### src/rtl/ps2_key_receiver.sv
// PS/2 keyboard receiver: synchronizes and glitch-filters ps2_clk/ps2_data, deframes
// 11-bit frames, drops E0 prefixes and F0 break sequences, and presents each make code
// on key_pressed with a one-cycle key_flag pulse.
// Optional build macro PS2_PARITY_CHECK_EN: when defined, frames failing odd parity
// are rejected with frame_err; otherwise the parity bit is ignored.
module ps2_key_receiver #(
  parameter int unsigned FILTER_LEN     = 4,
  parameter int unsigned TIMEOUT_CYCLES = 50000
) (
  input  logic       clk,
  input  logic       rst,
  input  logic       ps2_clk,
  input  logic       ps2_data,
  output logic [7:0] key_pressed,
  output logic       key_flag,
  output logic       frame_err,
  output logic       busy
);

  localparam int unsigned FiltW = $clog2(FILTER_LEN + 1);
  localparam int unsigned TmoW  = $clog2(TIMEOUT_CYCLES + 1);
  localparam logic [FiltW-1:0] FiltMax = FiltW'(FILTER_LEN - 1);
  localparam logic [TmoW-1:0]  TmoMax  = TmoW'(TIMEOUT_CYCLES - 1);

  typedef enum logic [2:0] {StIdle, StData, StParity, StStop, StDecode} state_e;

  state_e           state_q, state_d;
  logic             clk_meta_q, clk_sync_q, data_meta_q, data_sync_q;
  logic             filt_clk_q, filt_clk_d;
  logic [FiltW-1:0] filt_cnt_q, filt_cnt_d;
  logic [TmoW-1:0]  tmo_cnt_q, tmo_cnt_d;
  logic [2:0]       bit_cnt_q, bit_cnt_d;
  logic [7:0]       shift_q, shift_d;
  logic             break_q, break_d;
  logic [7:0]       key_q, key_d;
  logic             flag_q, flag_d;
  logic             err_q, err_d;
  logic             sample_evt;
  logic             in_frame;
  logic             tmo_hit;
  logic             parity_ok;

`ifdef PS2_PARITY_CHECK_EN
  logic parity_q, parity_d;
  // Odd parity: data bits plus parity bit must contain an odd number of ones.
  assign parity_ok = ^{shift_q, parity_q};
`else
  assign parity_ok = 1'b1;
`endif

  // Synchronizers and clock glitch filter.
  always_ff @(posedge clk) begin
    if (rst) begin
      clk_meta_q  <= 1'b1;
      clk_sync_q  <= 1'b1;
      data_meta_q <= 1'b1;
      data_sync_q <= 1'b1;
      filt_clk_q  <= 1'b1;
      filt_cnt_q  <= '0;
    end else begin
      clk_meta_q  <= ps2_clk;
      clk_sync_q  <= clk_meta_q;
      data_meta_q <= ps2_data;
      data_sync_q <= data_meta_q;
      filt_clk_q  <= filt_clk_d;
      filt_cnt_q  <= filt_cnt_d;
    end
  end

  // Filtered clock flips on the FILTER_LEN-th consecutive differing sample.
  always_comb begin
    filt_clk_d = filt_clk_q;
    filt_cnt_d = '0;
    if (clk_sync_q != filt_clk_q) begin
      if (filt_cnt_q == FiltMax) begin
        filt_clk_d = clk_sync_q;
      end else begin
        filt_cnt_d = filt_cnt_q + FiltW'(1);
      end
    end
  end

  assign sample_evt = filt_clk_q & ~filt_clk_d;
  assign in_frame   = (state_q == StData) || (state_q == StParity) || (state_q == StStop);
  // A sample event in the expiry cycle takes priority over the timeout.
  assign tmo_hit    = in_frame && (tmo_cnt_q == TmoMax) && !sample_evt;

  // FSM state register.
  always_ff @(posedge clk) begin
    if (rst) begin
      state_q <= StIdle;
    end else begin
      state_q <= state_d;
    end
  end

  // FSM next-state logic.
  always_comb begin
    state_d = state_q;
    case (state_q)
      StIdle: begin
        if (sample_evt && !data_sync_q) state_d = StData;
      end
      StData: begin
        if (sample_evt) begin
          if (bit_cnt_q == 3'd7) state_d = StParity;
        end else if (tmo_hit) begin
          state_d = StIdle;
        end
      end
      StParity: begin
        if (sample_evt) state_d = StStop;
        else if (tmo_hit) state_d = StIdle;
      end
      StStop: begin
        if (sample_evt) state_d = (data_sync_q && parity_ok) ? StDecode : StIdle;
        else if (tmo_hit) state_d = StIdle;
      end
      StDecode: state_d = StIdle;
      default:  state_d = StIdle;
    endcase
  end

  // Frame datapath: bit counter, shift register, timeout counter, parity capture.
  always_comb begin
    bit_cnt_d = bit_cnt_q;
    shift_d   = shift_q;
    tmo_cnt_d = '0;
`ifdef PS2_PARITY_CHECK_EN
    parity_d  = parity_q;
`endif
    if (in_frame && !sample_evt && !tmo_hit) tmo_cnt_d = tmo_cnt_q + TmoW'(1);
    case (state_q)
      StIdle: bit_cnt_d = 3'd0;
      StData: begin
        if (sample_evt) begin
          shift_d   = {data_sync_q, shift_q[7:1]};
          bit_cnt_d = bit_cnt_q + 3'd1;
        end
      end
`ifdef PS2_PARITY_CHECK_EN
      StParity: begin
        if (sample_evt) parity_d = data_sync_q;
      end
`endif
      default: ;
    endcase
  end

  // Datapath registers.
  always_ff @(posedge clk) begin
    if (rst) begin
      bit_cnt_q <= '0;
      shift_q   <= '0;
      tmo_cnt_q <= '0;
      break_q   <= 1'b0;
      key_q     <= '0;
      flag_q    <= 1'b0;
      err_q     <= 1'b0;
`ifdef PS2_PARITY_CHECK_EN
      parity_q  <= 1'b0;
`endif
    end else begin
      bit_cnt_q <= bit_cnt_d;
      shift_q   <= shift_d;
      tmo_cnt_q <= tmo_cnt_d;
      break_q   <= break_d;
      key_q     <= key_d;
      flag_q    <= flag_d;
      err_q     <= err_d;
`ifdef PS2_PARITY_CHECK_EN
      parity_q  <= parity_d;
`endif
    end
  end

  // Output logic: decode is resolved at the stop sample so key_flag and key_pressed
  // update together while the FSM sits in DECODE.
  always_comb begin
    key_d   = key_q;
    flag_d  = 1'b0;
    err_d   = 1'b0;
    break_d = break_q;
    if (tmo_hit) begin
      err_d = 1'b1;
    end else if ((state_q == StStop) && sample_evt) begin
      if (!data_sync_q || !parity_ok) begin
        err_d = 1'b1;
      end else if (shift_q == 8'hF0) begin
        break_d = 1'b1;
      end else if (shift_q == 8'hE0) begin
        break_d = break_q;
      end else if (break_q) begin
        break_d = 1'b0;
      end else begin
        key_d  = shift_q;
        flag_d = 1'b1;
      end
    end
  end

  assign key_pressed = key_q;
  assign key_flag    = flag_q;
  assign frame_err   = err_q;
  assign busy        = (state_q != StIdle);

endmodule

### config.mk
export PLATFORM = sky130hd
export DESIGN_NAME = ps2_key_receiver
export DESIGN_NICKNAME = d
export VERILOG_FILES = /design/src/rtl/ps2_key_receiver.sv
export SDC_FILE = /design/constraint.sdc
export NUM_CORES = 1
export LEC_CHECK = 0
export CAP_MARGIN = 20
export CORE_ASPECT_RATIO = 0.9
export CORE_MARGIN = 3
export CORE_UTILIZATION = 51
export DETAILED_ROUTE_END_ITERATION = 6
export PLACE_DENSITY = 0.73
export SYNTH_ARGS = -nofsm -noshare
export SYNTH_HDL_FRONTEND = slang
export SYNTH_SLANG_ARGS = --single-unit
### constraint.sdc
create_clock -name clk -period 1.61 [get_ports clk]
set_input_delay 0.322 -clock clk [delete_from_list [all_inputs] [get_ports clk]]
set_output_delay 0.322 -clock clk [all_outputs]
set_load 0.01 [all_outputs]
==> results of run 1 <==
## report_power, final
| group | internal, W | switching, W | total (W) | leakage, nW |
|---|---|---|---|---|
| logic | 0.0000285 | 0.0000232 | 0.0000517 | 0.486 |
| registers | 0.00122 | 0.00000348 | 0.00122 | 0.397 |
| clock network | 0.000308 | 0.000387 | 0.000695 | 0.0385 |
## metal layers
| metal | part of all wire (%) | routed length, um |
|---|---|---|
| met1 | 50 | 2357 |
| met2 | 45 | 2110 |
| met3 | 4.1 | 192 |
| met4 | 0.70 | 33 |
| met5 | 0 | 0 |
## cell usage after synthesis (all sizes together)
cell type,count,share of area (%)
nand4b,1,0.42
o211ai,1,0.36
a21oi,13,3.1
nand4,5,2.2
nand2b,18,5.4
nand2,23,4.3
xor2,1,0.42
and2b,2,0.72
xnor2,14,5.9
or4,1,0.54
o32ai,1,0.42
nor3,7,2.2
nor2,29,5.2
o22a,1,0.42
ha,5,3.0
a211o,1,0.42
nand3b,2,0.72
or2,4,1.2
clkbuf,6,1.1
a41oi,1,0.42
nand4bb,2,1.1
nand3,10,2.4
or3,5,1.5
dfxtp,49,47
buf,4,1.3
o221ai,1,0.42
nor4,6,1.8
mux2i,8,3.9
and3,1,0.30
inv,5,0.90
and3b,1,0.42
a31oi,1,0.30
## repair_timing
action,4_1_cts,5_1_grt
endpoints found under the setup margin,27,35
setup buffers,2,1
resized for setup,9,30
gates cloned,0,2
pin swaps,3,5
## worst paths after layout
| kind | start | endpoint | slack, ps | depth (start not counted) |
|---|---|---|---|---|
| setup / recovery | tmo_cnt_q[7] | frame_err | -20 | 4 |
| hold reg to reg | clk_meta_q | clk_sync_q | 410 | 1 |
| hold / removal | clk_meta_q | clk_sync_q | 410 | 1 |
| setup reg to reg | tmo_cnt_q[7] | frame_err | -20 | 4 |
## through the flow
stage / std cells / util, % / setup slack (ps) / TNS, ps / power [W]
after floorplan: 229 / - / -50.81 / -406.5 / 0.001270
after global placement: 310 / 66.04 / -70.25 / -1119 / 0.001295
after detailed placement: 310 / 66.04 / -137.9 / -2210 / 0.001295
after CTS: 320 / 69.82 / -13.43 / -15.05 / 0.001981
after global routing: 323 / 74.22 / -75.07 / -1074 / 0.002033
final: 323 / 74.22 / -24.28 / -65.07 / 0.001966
## cell families (layout without fill, tap and decap cells)
family / Yosys count / count (layout) / share of synthesized area, %
flip-flops: 49 / 49 / 47.17
AO/OA/AOI/OAI: 20 / 20 / 5.897
adder cells (fa/ha/maj): 5 / 5 / 3.008
buffers and inverters: 15 / 63 / 3.249
AND/OR/NAND/NOR: 117 / 117 / 30.51
multiplexers: 8 / 8 / 3.851
XOR/XNOR: 15 / 15 / 6.318
## registers in the layout, indices dropped and copies added (netlist names)
register	cells
tmo_cnt_q	16
key_pressed	8
shift_q	8
bit_cnt_q	3
filt_cnt_q	3
state_q	3
break_q	1
clk_meta_q	1
clk_sync_q	1
data_meta_q	1
data_sync_q	1
filt_clk_q	1
frame_err	1
key_flag	1
## area by class of cell
type | count | area share (%)
Inverter | 5 | 0.6637
Sequential cell | 49 | 34.78
Multi-Input combinational cell | 165 | 42.88
Clock buffer | 7 | 2.699
Timing Repair Buffer | 50 | 16.68
Tap cell | 46 | 2.035
Clock inverter | 1 | 0.2655
## worst register-to-register path: stages, from the launching register on
cell and delay, ps:
dfxtp_1 320, or3_1 370, or4_4 540, o22a_1 260
nor2_1 100
==> run_results.csv, run 1 <==
group,metric,value,unit
pwr,p_per_area,695.2,nW/um^2
pwr,leakagePower,0.9210,nW
critical_path,criticalPathCategory,"flip-flop to flip-flop",
layout,finalInstanceArea,2828,sq um
clock_tree,path_clk_slew,90,ps
clock_tree,htreeDepth,2,
route,drtAntennaViolNets,0,
global_route,grt_max_degree,18,
logic_synthesis,syn_area_per_cell,9.081,sq um
route,routed-via-count,1744,
route,viasPerCell,5.399,
logic_synthesis,ys_seq_area_share,47.17,%
global_route,grt_pass1_wl,7403,um
floorplanning,die_area,4881,sq um
sta,layout_setup_ws,-24.28,ps
sta,worstMarginPinSlew,339.5,ps
critical_path,cp-end-kind,"flip-flop",
critical_path,critPathRequiredTime,1840,ps
floorplanning,pin_count,15,
global_route,grtUsageMet2,28.24,%
layout,fillCellCount,247,
sta,skew,4.229,ps
layout,antenna_cells,0,
critical_path,worst_path_largest_cell_delay,540,ps
layout,nets,285,
floorplanning,die_x,73.31,um
critical_path,critPathMaxFanout,5,
route,remaining_drc_errors,0,
placement,hpwl,2994,um
global_route,globalRouteTotalUtil,19.20,%
floorplanning,die_h,66.58,um
clock_tree,postCtsHoldBufs,0,
logic_synthesis,yosys_warnings,0,
clock_tree,root_buffer,"clkbuf_8",
layout,mostFrequentLayoutCells,"dfxtp_1 (47), buf_4 (30), nor2_1 (29)",
layout,multi_input_area,1212,sq um
logic_synthesis,ys_ff_latch,49,
sta,rsz0062_at_grt,"yes",
route,wire_per_inst,14.53,um
route,drtPass1Iterations,4,
outcome,violations,"setup timing",
global_route,grtUsageMet1,27.34,%
sta,fin_crit,1634,ps
global_route,grt_pass1_vias,1643,
sta,hold_violations,0,
global_route,grt.busiest_layer,"met2",
sta,maxSlewViolCount,0,
placement,gp_congestion,0.7990,
pwr,irDropWorstVdd,0.001176,V
clock_tree,cts_buffer_depth,2,
critical_path,crit_family,"simple AND/OR/NAND/NOR gates",
clock_tree,cts_buffers,5,
floorplanning,fp-row-count,21,
clock_tree,cts_tree,"done",
sta,fmax,611.9,MHz
clock_tree,clock_latency,290,ps
layout,areaGrowthSynthToFinish,35.98,%
outcome,outcome,"finished with violations",
critical_path,worst-path-buf-inv,0,
floorplanning,start_util,54.58,%
floorplanning,core_area,3810,sq um
logic_synthesis,ys_types,36,
global_route,grt-ovfl-total,0,
layout,seq_area,983.4,sq um
logic_synthesis,syn-num-nets,238,
min_path,hold_class,"flip-flop to flip-flop",
layout,drive_gt1_share,29.60,%
critical_path,slowest_stage,"or4_4",
clock_tree,clock-sinks,49,
layout,mostFrequentLayoutCell,"dfxtp_1",
global_route,antenna_found_initial,0,
logic_synthesis,synth_area,2079,sq um
route,drt_wl_total,4694,um
flow_run,drv_cap,0,
placement,port_buffers,14,
global_route,use_met3,4.977,%
critical_path,cp.arrival,1870,ps
critical_path,start_kind,"flip-flop",
sta,min_period_over_period,101.5,%
sta,whs,412.3,ps
critical_path,path_cells,"or3_1 -> or4_4 -> o22a_1 -> nor2_1",
route,first_iter_violations,100,
sta,max_slew_margin,77.16,%
placement,placed_area,2516,sq um
logic_synthesis,synth_cells,229,
sta,setup_viol,4,
Power figures use the tool's default switching activity.
==> inputs of run 2 (changes only) <==
--- a/config.mk
+++ b/config.mk
@@ -11,6 +11,7 @@
 export CORE_UTILIZATION = 51
 export DETAILED_ROUTE_END_ITERATION = 6
 export PLACE_DENSITY = 0.73
+export SLEW_MARGIN = 20
 export SYNTH_ARGS = -nofsm -noshare
 export SYNTH_HDL_FRONTEND = slang
 export SYNTH_SLANG_ARGS = --single-unit
==> results of run 2 <==
Final layout, timing and power as in run 1 (identical DEF).
==> inputs of run 3 (changes only) <==
--- a/config.mk
+++ b/config.mk
@@ -6,11 +6,10 @@
 export NUM_CORES = 1
 export LEC_CHECK = 0
 export CAP_MARGIN = 20
-export CORE_ASPECT_RATIO = 0.9
 export CORE_MARGIN = 3
-export CORE_UTILIZATION = 51
+export CORE_UTILIZATION = 61
 export DETAILED_ROUTE_END_ITERATION = 6
-export PLACE_DENSITY = 0.73
+export PLACE_DENSITY = 0.81
 export SLEW_MARGIN = 20
 export SYNTH_ARGS = -nofsm -noshare
 export SYNTH_HDL_FRONTEND = slang
==> constraint.sdc (replaced) <==
create_clock -name clk -period 2.05 [get_ports clk]
set_input_delay 0.41 -clock clk [delete_from_list [all_inputs] [get_ports clk]]
set_output_delay 0.41 -clock clk [all_outputs]
set_load 0.01 [all_outputs]
==> run_results.csv, run 3 (same netlist as run 1, synthesis figures left out) <==
group,metric,value,unit
sta,setup_viol,0,
route,drt_wl_total,3644,um
layout,antenna_cells,0,
layout,top_register,"tmo_cnt_q",
floorplanning,die_h,64.39,um
outcome,outcome,"completed",
clock_tree,clock-sinks,49,
sta,worstMarginPinSlew,378.9,ps
sta,maxSlewViolCount,0,
flow_run,drv_cap,0,
clock_tree,cts_buffers,5,
sta,max_slew_margin,74.51,%
clock_tree,clock_latency,350,ps
route,drtAntennaViolNets,0,
floorplanning,pin_count,15,
critical_path,criticalPathCategory,"flip-flop to primary output",
placement,gp_congestion,0.8446,
clock_tree,htreeDepth,2,
clock_tree,cts_resized,2,
sta,min_period_over_period,93.32,%
layout,mostFrequentLayoutCells,"dfxtp_1 (48), nor2_1 (29), nand2_1 (22)",
global_route,grt-ovfl-total,0,
layout,largest_reg_flops,16,
clock_tree,path_clk_slew,120,ps
clock_tree,postCtsHoldBufs,0,
route,routed-via-count,1585,
global_route,grt_pass1_wl,6472,um
layout,final_cells,292,
floorplanning,die_x,64.39,um
layout,fillCellCount,241,
layout,nets,256,
pwr,p_total,0.001468,W
sta,skew,8.056,ps
sta,fmax,522.7,MHz
layout,areaGrowthSynthToFinish,13.18,%
sta,rsz0062_at_grt,"no",
min_path,hold_class,"flip-flop to flip-flop",
critical_path,cp.arrival,1500,ps
placement,hpwl,2714,um
clock_tree,cts_setup_buffers,0,
global_route,grt_max_degree,27,
route,remaining_drc_errors,0,
critical_path,start_kind,"flip-flop",
route,wire_per_inst,12.48,um
critical_path,cp-end-kind,"primary output",
pwr,p_per_area,623.8,nW/um^2
clock_tree,cts_buffer_depth,2,
sta,hold_violations,0,
placement,dp_cells,284,
clock_tree,cts_tree,"done",
route,drtPass1Iterations,4,
layout,mostFrequentLayoutCell,"dfxtp_1",
placement,port_buffers,14,
clock_tree,root_buffer,"clkbuf_4",
sta,fin_crit,1913,ps
pwr,irDropWorstVdd,0.0004507,V
layout,drive_gt1_share,10.08,%
pwr,leakagePower,0.7446,nW
floorplanning,die_area,4145,sq um
route,viasPerCell,5.428,
critical_path,critPathRequiredTime,1640,ps
layout,final_util,74.64,%
route,first_iter_violations,96,
global_route,grt_pass1_vias,1498,
floorplanning,fp-row-count,20,
global_route,antenna_found_initial,0,
sta,setup_tns,0,ps
critical_path,critPathMaxFanout,6,
floorplanning,core_area,3153,sq um
floorplanning,start_util,65.95,%
global_route,globalRouteTotalUtil,19.65,%
==> run 3: cell count changes in the layout (fill, tap and decap cells not counted), moves of 4 or more <==
| cell | before | now |
|---|---|---|
| buf_4 | 30 | 7 |
| nand2_1 | 15 | 22 |
| nand2_2 | 7 | 1 |
| clkbuf_4 | 0 | 5 |
| a21oi_1 | 9 | 13 |
| a21oi_2 | 4 | 0 |
| nor4_1 | 2 | 6 |
==> run 3: path summary, 6_finish.rpt <==
check,end,slack (ps),start,cells after the start
min reg2reg,clk_sync_q,430,clk_meta_q,1
min,clk_sync_q,430,clk_meta_q,1
max reg2reg,state_q[0],180,filt_cnt_q[0],6
max,busy,140,state_q[2],2
==> run 3: layout make-up <==
type                       count  area (sq um)  share of cell area (%)
sequential                    49         982.2                   41.73
clock buffer                   7         65.06                   2.764
multi-input combinational    165          1036                   44.02
timing repair buffer          21         191.4                   8.134
tap                           44         55.05                   2.339
inverter                       5         18.77                  0.7974
clock inverter                 1         5.005                  0.2127
==> run 3: report_power, final <==
part           leakage (nW)  total (W)  internal (W)  switching, W
registers             0.396   0.000959      0.000956    0.00000297
clock network        0.0413   0.000481      0.000199      0.000281
logic                 0.307  0.0000281     0.0000158     0.0000123
==> run 3: critical path, cell delays in order, from the launching register on <==
cell	delay, ps
dfxtp_1	380
or3_1	460
dlygate4sd2_1	320
==> run 3: layer usage <==
| layer | routed length [um] | part of all wire [%] | global-route usage [%] |
|---|---|---|---|
| met1 | 1730 | 47 | 25.28 |
| met3 | 147 | 4.0 | 4.569 |
| met4 | 46 | 1.3 | 7.916 |
| met2 | 1720 | 47 | 31.70 |
| met5 | 0 | 0 | 0 |
==> run 3: per-stage QoR <==
| step | worst slack (ps) | hold WS, ps | instance area [sq um] |
|---|---|---|---|
| after floorplan | 300.4 | 389.5 | 2079 |
| after global placement | 194.8 | 394.9 | 2278 |
| after detailed placement | 167.0 | 401.4 | 2278 |
| after CTS | 119.2 | 432.0 | 2349 |
| after global routing | 29.14 | 459.0 | 2354 |
| final | 136.9 | 426.9 | 2354 |
